**src/rtl/noc_types.sv**
```systemverilog
// noc_types: types shared across the NoC blocks
package noc_types;
  typedef logic [7:0] addr_t;
endpackage

```
**src/rtl/noc_rr_picker.sv**
```systemverilog
// noc_rr_picker: combinational round-robin pick, lowest index at or after ptr wins
module noc_rr_picker #(
  parameter int N_REQ = 4,
  parameter int IDX_W = (N_REQ > 1) ? $clog2(N_REQ) : 1
)(
  input  logic [N_REQ-1:0] req,
  input  logic [IDX_W-1:0] ptr,
  output logic             valid,
  output logic [IDX_W-1:0] idx
);
  localparam logic [IDX_W:0] N = (IDX_W + 1)'(N_REQ);
  logic [N_REQ-1:0] rot;
  logic [IDX_W-1:0] off;
  logic [IDX_W:0]   sum;
  always_comb begin
    rot = N_REQ'({req, req} >> ptr);
    off = '0;
    for (int i = N_REQ - 1; i >= 0; i--)
      if (rot[i]) off = IDX_W'(i);
    sum = {1'b0, ptr} + {1'b0, off};
    idx = (sum >= N) ? IDX_W'(sum - N) : sum[IDX_W-1:0];
  end
  assign valid = |req;
endmodule

```
**src/rtl/noc_sender_arbiter.sv**
```systemverilog
// noc_sender_arbiter: round-robin owner of one serial packet sender, grant held
// from header through tail, one-cycle done pulse on the sender's ack
module noc_sender_arbiter
  import noc_types::*;
#(
  parameter int N_REQ        = 4,
  parameter int PACKET_BITS  = 16,
  parameter int PADDING_BITS = 4,
  localparam int IDX_W = (N_REQ > 1) ? $clog2(N_REQ) : 1
)(
  input  logic                    clk,
  input  logic                    rst,
  input  logic [N_REQ-1:0]        req,
  input  addr_t                   dst_addr [N_REQ],
  input  logic [PADDING_BITS-1:0] padding  [N_REQ],
  input  logic [PACKET_BITS-1:0]  packet   [N_REQ],
  output logic [N_REQ-1:0]        grant,
  output logic [N_REQ-1:0]        done,
  output logic                    busy,
  output logic [IDX_W-1:0]        cur_idx,
  output logic                    snd_enable,
  output addr_t                   snd_dst_addr,
  output logic [PADDING_BITS-1:0] snd_padding,
  output logic [PACKET_BITS-1:0]  snd_packet,
  input  logic                    snd_ack
);
  typedef enum logic {IDLE, BUSY} state_t;
  state_t           state;
  logic [IDX_W-1:0] ptr;
  logic             pick_valid;
  logic [IDX_W-1:0] pick_idx;

  noc_rr_picker #(.N_REQ(N_REQ), .IDX_W(IDX_W)) u_pick (
    .req(req), .ptr(ptr), .valid(pick_valid), .idx(pick_idx)
  );

  always_ff @(posedge clk or negedge rst) begin
    if (!rst) begin
      state   <= IDLE;
      grant   <= '0;
      cur_idx <= '0;
      ptr     <= '0;
    end else if (state == IDLE) begin
      if (pick_valid) begin
        state   <= BUSY;
        grant   <= N_REQ'(1) << pick_idx;
        cur_idx <= pick_idx;
      end
    end else if (snd_ack) begin
      state <= IDLE;
      grant <= '0;
      ptr   <= (cur_idx == IDX_W'(N_REQ - 1)) ? '0 : cur_idx + 1'b1;
    end
  end

  // enable drops in the ack cycle so the sender does not restart from SENT
  assign busy         = state == BUSY;
  assign done         = (busy && snd_ack) ? grant : '0;
  assign snd_enable   = busy && !snd_ack;
  assign snd_dst_addr = busy ? dst_addr[cur_idx] : '0;
  assign snd_padding  = busy ? padding[cur_idx] : '0;
  assign snd_packet   = busy ? packet[cur_idx] : '0;

  a_onehot: assert property (@(posedge clk) disable iff (!rst) $onehot0(grant) && $onehot0(done));
  a_done_owner: assert property (@(posedge clk) disable iff (!rst) (done & ~grant) == '0);
  a_busy_grant: assert property (@(posedge clk) disable iff (!rst) (|grant) == busy);
endmodule

```
**config.mk**
```make
export PLATFORM = sky130hd
export DESIGN_NAME = noc_sender_arbiter
export DESIGN_NICKNAME = d
export VERILOG_FILES = /design/src/rtl/noc_types.sv /design/src/rtl/noc_rr_picker.sv /design/src/rtl/noc_sender_arbiter.sv
export SDC_FILE = /design/constraint.sdc
export NUM_CORES = 1
export LEC_CHECK = 0
export ABC_AREA = 1
export BUFFER_PORTS_ARGS = -buffer_cell sky130_fd_sc_hd__buf_4
export CORE_ASPECT_RATIO = 2
export CORE_UTILIZATION = 39
export CTS_CLUSTER_SIZE = 28
export DETAILED_ROUTE_END_ITERATION = 10
export MAX_ROUTING_LAYER = met4
export PLACE_DENSITY = 0.88
export SLEW_MARGIN = 20
export SYNTH_ARGS = -nofsm -noshare
export SYNTH_HDL_FRONTEND = slang
export SYNTH_SLANG_ARGS = --single-unit
```
**constraint.sdc**
```tcl
create_clock -name clk -period 2.57 [get_ports clk]
set_input_delay 0.1285 -clock clk [delete_from_list [all_inputs] [get_ports clk]]
set_output_delay 0.1285 -clock clk [all_outputs]
set_load 0.02 [all_outputs]
```
==> flow_metrics.py, run 1 <==
metrics = {
    "outcome": {
        "status": "finished clean",
    },
    "die": {
        "placementRows": 31,
        "ioPinCount": 159,
        "fp.dieW_um": 46.06,
        "initial_core_util_pct": 41.52,
        "core_mm2": 0.003646,
        "die_y_um": 90.11,
        "die_area_mm2": 0.004150,
    },
    "pwr": {
        "intPower_mw": 1.338,
        "p_leak_nw": 1.445,
        "p_seq_share_pct": 8.6,
        "pwr_density_cell_mw_per_mm2": 1128,
        "ir_drop_mv": 0.7801,
        "switching_power_mw": 1.759,
        "power_frac_comb_pct": 86.1,
        "clkPwrFrac_pct": 5.3,
        "p_sw_share_pct": 56.81,
    },
    "sta": {
        "max_slew_margin_pct": 46.71,
        "rsz0062_at_grt": "no",
        "skew_ns": 0.002754,
        "slew_viol_final": 0,
        "hold_viol": 0,
        "hold_slack_ns": 0.1424,
        "tightestPinTransition_ns": 0.7983,
        "post-route-period-util_pct": 75.97,
        "setup_viol": 0,
        "tns_ns": 0,
        "setup_ws_ns": 0.6176,
        "min_period_ns": 1.952,
        "fmax_ghz": 0.5122,
    },
    "synthesis": {
        "ys_warn_count": 0,
        "synthCells": 302,
        "ys_top_cells_by_area": "nor2_1, dfrtp_1, o21ai_1, a21oi_1, o21ai_0",
        "ys_ff_latch": 9,
        "postSynthAreaPerCell_um2": 5.013,
        "synth_cell_types": 20,
        "yosysSeqAreaShare_pct": 14.88,
        "syn_area_mm2": 0.001514,
        "synthesis.nets": 423,
        "synth_top_area_share_pct": 29.75,
        "synth_area_leader_cell": "nor2_1",
    },
    "finish": {
        "diodes": 0,
        "layout_common_cells": "buf_4, nor2_1, o21ai_1, a21oi_1, o21ai_0",
        "nets": 570,
        "fin_util_pct": 75.29,
        "multiInputGateArea_mm2": 0.001126,
        "nFillCells": 358,
        "seq_area_um2": 226.5,
        "area_growth_pct": 81.32,
        "layout_commonest_cell": "buf_4",
        "fin_cells": 497,
        "drive_gt1_share_pct": 38.17,
    },
    "route": {
        "wl_per_cell_um": 13.17,
        "drtAntennaViolNets": 0,
        "dr.pass1.iters": 4,
        "via_per_inst": 5.143,
        "drc": 0,
        "vias": 2556,
        "totalWireLength_um": 6544,
        "drtIter0Drc": 43,
    },
    "setup_path": {
        "r2r_slack_ns": 0.69,
        "start_kind": "flop",
        "required_ns": 2.44,
        "cp.arrival_ns": 1.82,
        "cp-end-kind": "primary output",
        "critical_path_class": "reg2out",
        "path_max_fanout": 57,
    },
    "clock_tree": {
        "cts_buffers": 3,
        "clockBufferDepth": 2,
        "tritoncts": "yes",
        "h-tree-depth": 1,
        "cts.clk_slew.worst_paths_ns": 0.04,
        "cts_setup_buffers": 0,
        "clock-sinks": 9,
        "insertion_delay_ns": 0.23,
        "cts-root-buf": "clkbuf_8",
    },
    "grt": {
        "grt_pass1_wl_um": 9577,
        "grt_max_degree": 60,
        "grt.overflow.total": 0,
        "grt_pass1_vias": 2318,
        "grt_usage_pct": 31.03,
        "grt_antenna_before_repair": 0,
    },
    "place": {
        "place.gp.congestion": 0.9906,
        "io_buffers": 158,
        "numPlacedInstances": 492,
        "dp_slack_ns": 0.7673,
        "dp.final_hpwl_um": 5098,
    },
    "hold_path": {
        "hold_class": "in2reg",
    },
    "job": {
        "maxCapViolations": 0,
    },
}
cell families (layout without fill, tap and decap cells):
kind of cell	after synthesis	after routing	share of synthesized area, %
buffers and inverters	37	183	10.74
AOI/OAI and AO/OA	94	94	31.65
and+or+nand+nor	159	159	40.50
DFF	9	9	14.88
adders and majority gates	2	2	1.653
xor gates and xnor gates	1	1	0.5786
timing repair:
action                     in CTS  in global routing
gates resized for setup         0                  0
setup endpoints to repair       0                  0
hold endpoints to repair        9                  0
hold buffers                    1                  0
stage by stage:
stage	area (um^2)	power, mW
2_1_floorplan	1514	2.061
3_3_place_gp	2690	2.865
3_5_place_dp	2690	2.913
4_1_cts	2745	3.092
5_1_grt	2745	3.374
6_report	2745	3.097
path summary, 6_finish.rpt:
check	end	startpoint	depth (start not counted)
max reg2reg	grant[1]$_DFFE_PN0P_	ptr[0]$_DFFE_PN0P_	12
max in group asynchronous	cur_idx[0]$_DFFE_PN0P_	rst	2
min in group asynchronous	ptr[1]$_DFFE_PN0P_	rst	2
min	busy$_DFF_PN0_	snd_ack	2
max	snd_packet[1]	cur_idx[0]$_DFFE_PN0P_	4
min reg2reg	grant[2]$_DFFE_PN0P_	grant[2]$_DFFE_PN0P_	2
cell usage after synthesis:
master,count
o21ai_2,1
buf_2,10
o31ai_1,1
o21ai_0,28
xnor2_1,1
ha_1,2
clkbuf_1,7
clkinv_1,1
dfrtp_1,9
nand2_1,27
inv_2,3
o21ai_1,34
buf_1,1
inv_1,12
a21boi_1,1
nor2_1,120
a21oi_1,29
buf_4,3
nand2_2,1
nand3_1,11
power by group through the flow:
stage / Clock [mW] / Combinational (mW) / Sequential, mW
after detailed placement: 0 / 2.65 / 0.265
after floorplan: 0 / 1.75 / 0.313
after global routing: 0.174 / 2.93 / 0.271
final: 0.165 / 2.67 / 0.266
after global placement: 0 / 2.60 / 0.264
after CTS: 0.163 / 2.67 / 0.264
sequential cells by signal (all words and copies together), names as in the netlist:
signal,count
busy,1
cur_idx,2
ptr,2
grant,4
cell type report:
class                      instances  area share, %
inverter                          16          2.188
tap                               49          2.233
timing repair buffer             163          44.67
multi-input combinational        256          41.02
sequential                         9          8.250
clock buffer                       4          1.641
worst max-delay path: stages (launching register included):
cell,delay (ns)
dfrtp_2,0.40
inv_2,0.58
o21ai_0,0.25
a21oi_1,0.19
buf_4,0.16
layer usage:
layer  wire length (um)  global-route usage [%]  up-vias
met1               2343                   30.98     1114
met3                520                   4.819       25
met4                255                   13.48        0
met2               3424                   54.81      145
li1                   -                       -     1272
met5                  0                       -        -
Note: power is estimated with default switching activity, not from simulation.
==> run 2: changes to the inputs <==
--- a/config.mk
+++ b/config.mk
@@ -8,11 +8,11 @@
 export ABC_AREA = 1
 export BUFFER_PORTS_ARGS = -buffer_cell sky130_fd_sc_hd__buf_4
 export CORE_ASPECT_RATIO = 2
-export CORE_UTILIZATION = 39
+export CORE_UTILIZATION = 36
 export CTS_CLUSTER_SIZE = 28
 export DETAILED_ROUTE_END_ITERATION = 10
 export MAX_ROUTING_LAYER = met4
-export PLACE_DENSITY = 0.88
+export PLACE_DENSITY = 0.82
 export SLEW_MARGIN = 20
 export SYNTH_ARGS = -nofsm -noshare
 export SYNTH_HDL_FRONTEND = slang
==> constraint.sdc (replaced) <==
create_clock -name clk -period 2 [get_ports clk]
set_input_delay 0.1 -clock clk [delete_from_list [all_inputs] [get_ports clk]]
set_output_delay 0.1 -clock clk [all_outputs]
set_load 0.02 [all_outputs]
==> run 2 against run 1 <==
Net effect: utilization down 6.5 points; first-iteration DRC count up 98%; wire length up 0.86%; combinational power is 31% higher; critical path depth rose by 9; clock power rose by 28%; non-clock buffer count increased by 3; sequential cell count unchanged; clock skew grew 0.00053 ns; die area rose by 8.1%; critical endpoint is now grant[3]$_DFFE_PN0P_.
==> flow_metrics.py, run 2 (synthesized netlist as in run 1, its figures left out) <==
metrics = {
    "outcome": {
        "status": "finished clean",
    },
    "finish": {
        "drive_gt1_share_pct": 38.58,
        "diodes": 0,
        "largest_register_ffs": 4,
        "fin_util_pct": 68.80,
        "regMostFlops": "grant",
        "nets": 573,
        "reg_top3": "grant (4), cur_idx (2), ptr (2)",
        "area_growth_pct": 83.88,
        "layout_common_cells": "buf_4, nor2_1, o21ai_1, a21oi_1, o21ai_0",
        "fin_cells": 503,
        "layout_commonest_cell": "buf_4",
    },
    "grt": {
        "grt_antenna_before_repair": 0,
        "grt_pass1_wl_um": 9508,
        "grt_usage_pct": 29.61,
        "grt_pass1_vias": 2222,
        "grt_max_degree": 32,
        "grt.overflow.total": 0,
    },
    "sta": {
        "post-route-period-util_pct": 91.90,
        "skew_ns": 0.003279,
        "tns_ns": 0,
        "max_slew_margin_pct": 77.32,
        "hold_viol": 0,
        "setup_viol": 0,
        "fmax_ghz": 0.5441,
        "setup_ws_ns": 0.1620,
        "tightestPinTransition_ns": 0.3379,
        "rsz0062_at_grt": "no",
        "slew_viol_final": 0,
        "min_period_ns": 1.838,
    },
    "route": {
        "wl_per_cell_um": 13.12,
        "totalWireLength_um": 6600,
        "drtIter0Drc": 85,
        "via_per_inst": 4.968,
        "drtAntennaViolNets": 0,
        "vias": 2499,
        "drc": 0,
        "dr.pass1.iters": 4,
    },
    "job": {
        "maxCapViolations": 0,
    },
    "clock_tree": {
        "cts_setup_buffers": 0,
        "insertion_delay_ns": 0.23,
        "tritoncts": "yes",
        "clock-sinks": 9,
        "clockBufferDepth": 2,
        "cts_buffers": 3,
        "h-tree-depth": 1,
        "cts.clk_slew.worst_paths_ns": 0.05,
        "cts-root-buf": "clkbuf_8",
    },
    "place": {
        "numPlacedInstances": 498,
        "io_buffers": 158,
        "place.gp.congestion": 0.9498,
        "dp_slack_ns": 0.1856,
        "dp.final_hpwl_um": 5285,
    },
    "die": {
        "placementRows": 33,
        "initial_core_util_pct": 37.41,
        "core_mm2": 0.004046,
        "fp.dieW_um": 47.86,
        "ioPinCount": 159,
        "die_area_mm2": 0.004484,
        "die_y_um": 93.71,
    },
    "setup_path": {
        "cp-end-kind": "flop",
        "path_max_fanout": 7,
        "start_kind": "flop",
        "cp.arrival_ns": 1.96,
        "critical_path_class": "reg2reg",
        "required_ns": 2.12,
    },
    "pwr": {
        "p_leak_nw": 1.465,
        "power_frac_comb_pct": 86.2,
        "ir_drop_mv": 1.050,
        "pwr_density_cell_mw_per_mm2": 1453,
        "p_seq_share_pct": 8.6,
        "p_sw_share_pct": 56.05,
        "clkPwrFrac_pct": 5.2,
        "switching_power_mw": 2.267,
        "intPower_mw": 1.778,
    },
    "hold_path": {
        "hold_class": "in2reg",
    },
}
run 2: cell count changes in the layout (fill, tap and decap cells not counted), sizes merged:
cell / change
buf: +3
run 2: worst max-delay path: stages (launching register included):
cell and delay (ns):
dfrtp_1 0.46, inv_2 0.08, nand2_1 0.08, nand3_1 0.07, nand2_1 0.10, nand3_1 0.08
a21boi_1 0.17, ha_1 0.19, xnor2_1 0.14, inv_1 0.06, nand2_1 0.08, nand2_2 0.08
nand2_1 0.06, o21ai_1 0.06
run 2: final cells by class:
type,count,area (um^2)
fillers,409,1262
flip-flops and latches,9,226.5
well taps,52,65.06
clock buffers,4,45.04
inverters,16,60.06
multi-input cells,256,1126
repair buffers,166,1261
run 2: per-layer routing:
layer	vias up	GRT usage, %	part of all wire [%]
met3	18	2.692	5.1
met5	-	-	0
met2	115	50.79	55
met4	0	13.89	3.8
li1	1280	-	-
met1	1086	31.92	36
run 2: path summary, 6_finish.rpt:
kind	to	slack, ns	startpoint	cells after the start
max in group asynchronous	cur_idx[0]$_DFFE_PN0P_	1.62	rst	2
setup / recovery	grant[3]$_DFFE_PN0P_	0.16	ptr[0]$_DFFE_PN0P_	13
hold / removal	busy$_DFF_PN0_	0.09	snd_ack	2
setup reg to reg	grant[3]$_DFFE_PN0P_	0.16	ptr[0]$_DFFE_PN0P_	13
min in group asynchronous	grant[3]$_DFFE_PN0P_	0.23	rst	2
hold reg to reg	grant[2]$_DFFE_PN0P_	0.53	grant[2]$_DFFE_PN0P_	2
run 2: power by group through the flow:
stage / logic [mW] / registers (mW) / clock network [mW]
floorplan: 2.25 / 0.402 / 0
global placement: 3.43 / 0.341 / 0
detailed placement: 3.47 / 0.347 / 0
CTS: 3.49 / 0.345 / 0.218
global route: 3.86 / 0.357 / 0.221
finish: 3.49 / 0.349 / 0.212
run 2: per-stage QoR:
step | area [um^2] | hold slack, ns | power (mW)
6_report | 2784 | 0.08628 | 4.045
5_1_grt | 2784 | 0.09497 | 4.440
4_1_cts | 2784 | 0.08141 | 4.052
3_5_place_dp | 2729 | -0.07344 | 3.818
3_3_place_gp | 2729 | -0.07300 | 3.771
2_1_floorplan | 1514 | -0.1956 | 2.649
run 2: repair_timing:
item / CTS / global route
hold endpoints to repair: 9 / 0
gates resized for setup: 0 / 0
hold buffers: 1 / 0
setup endpoints to repair: 0 / 0
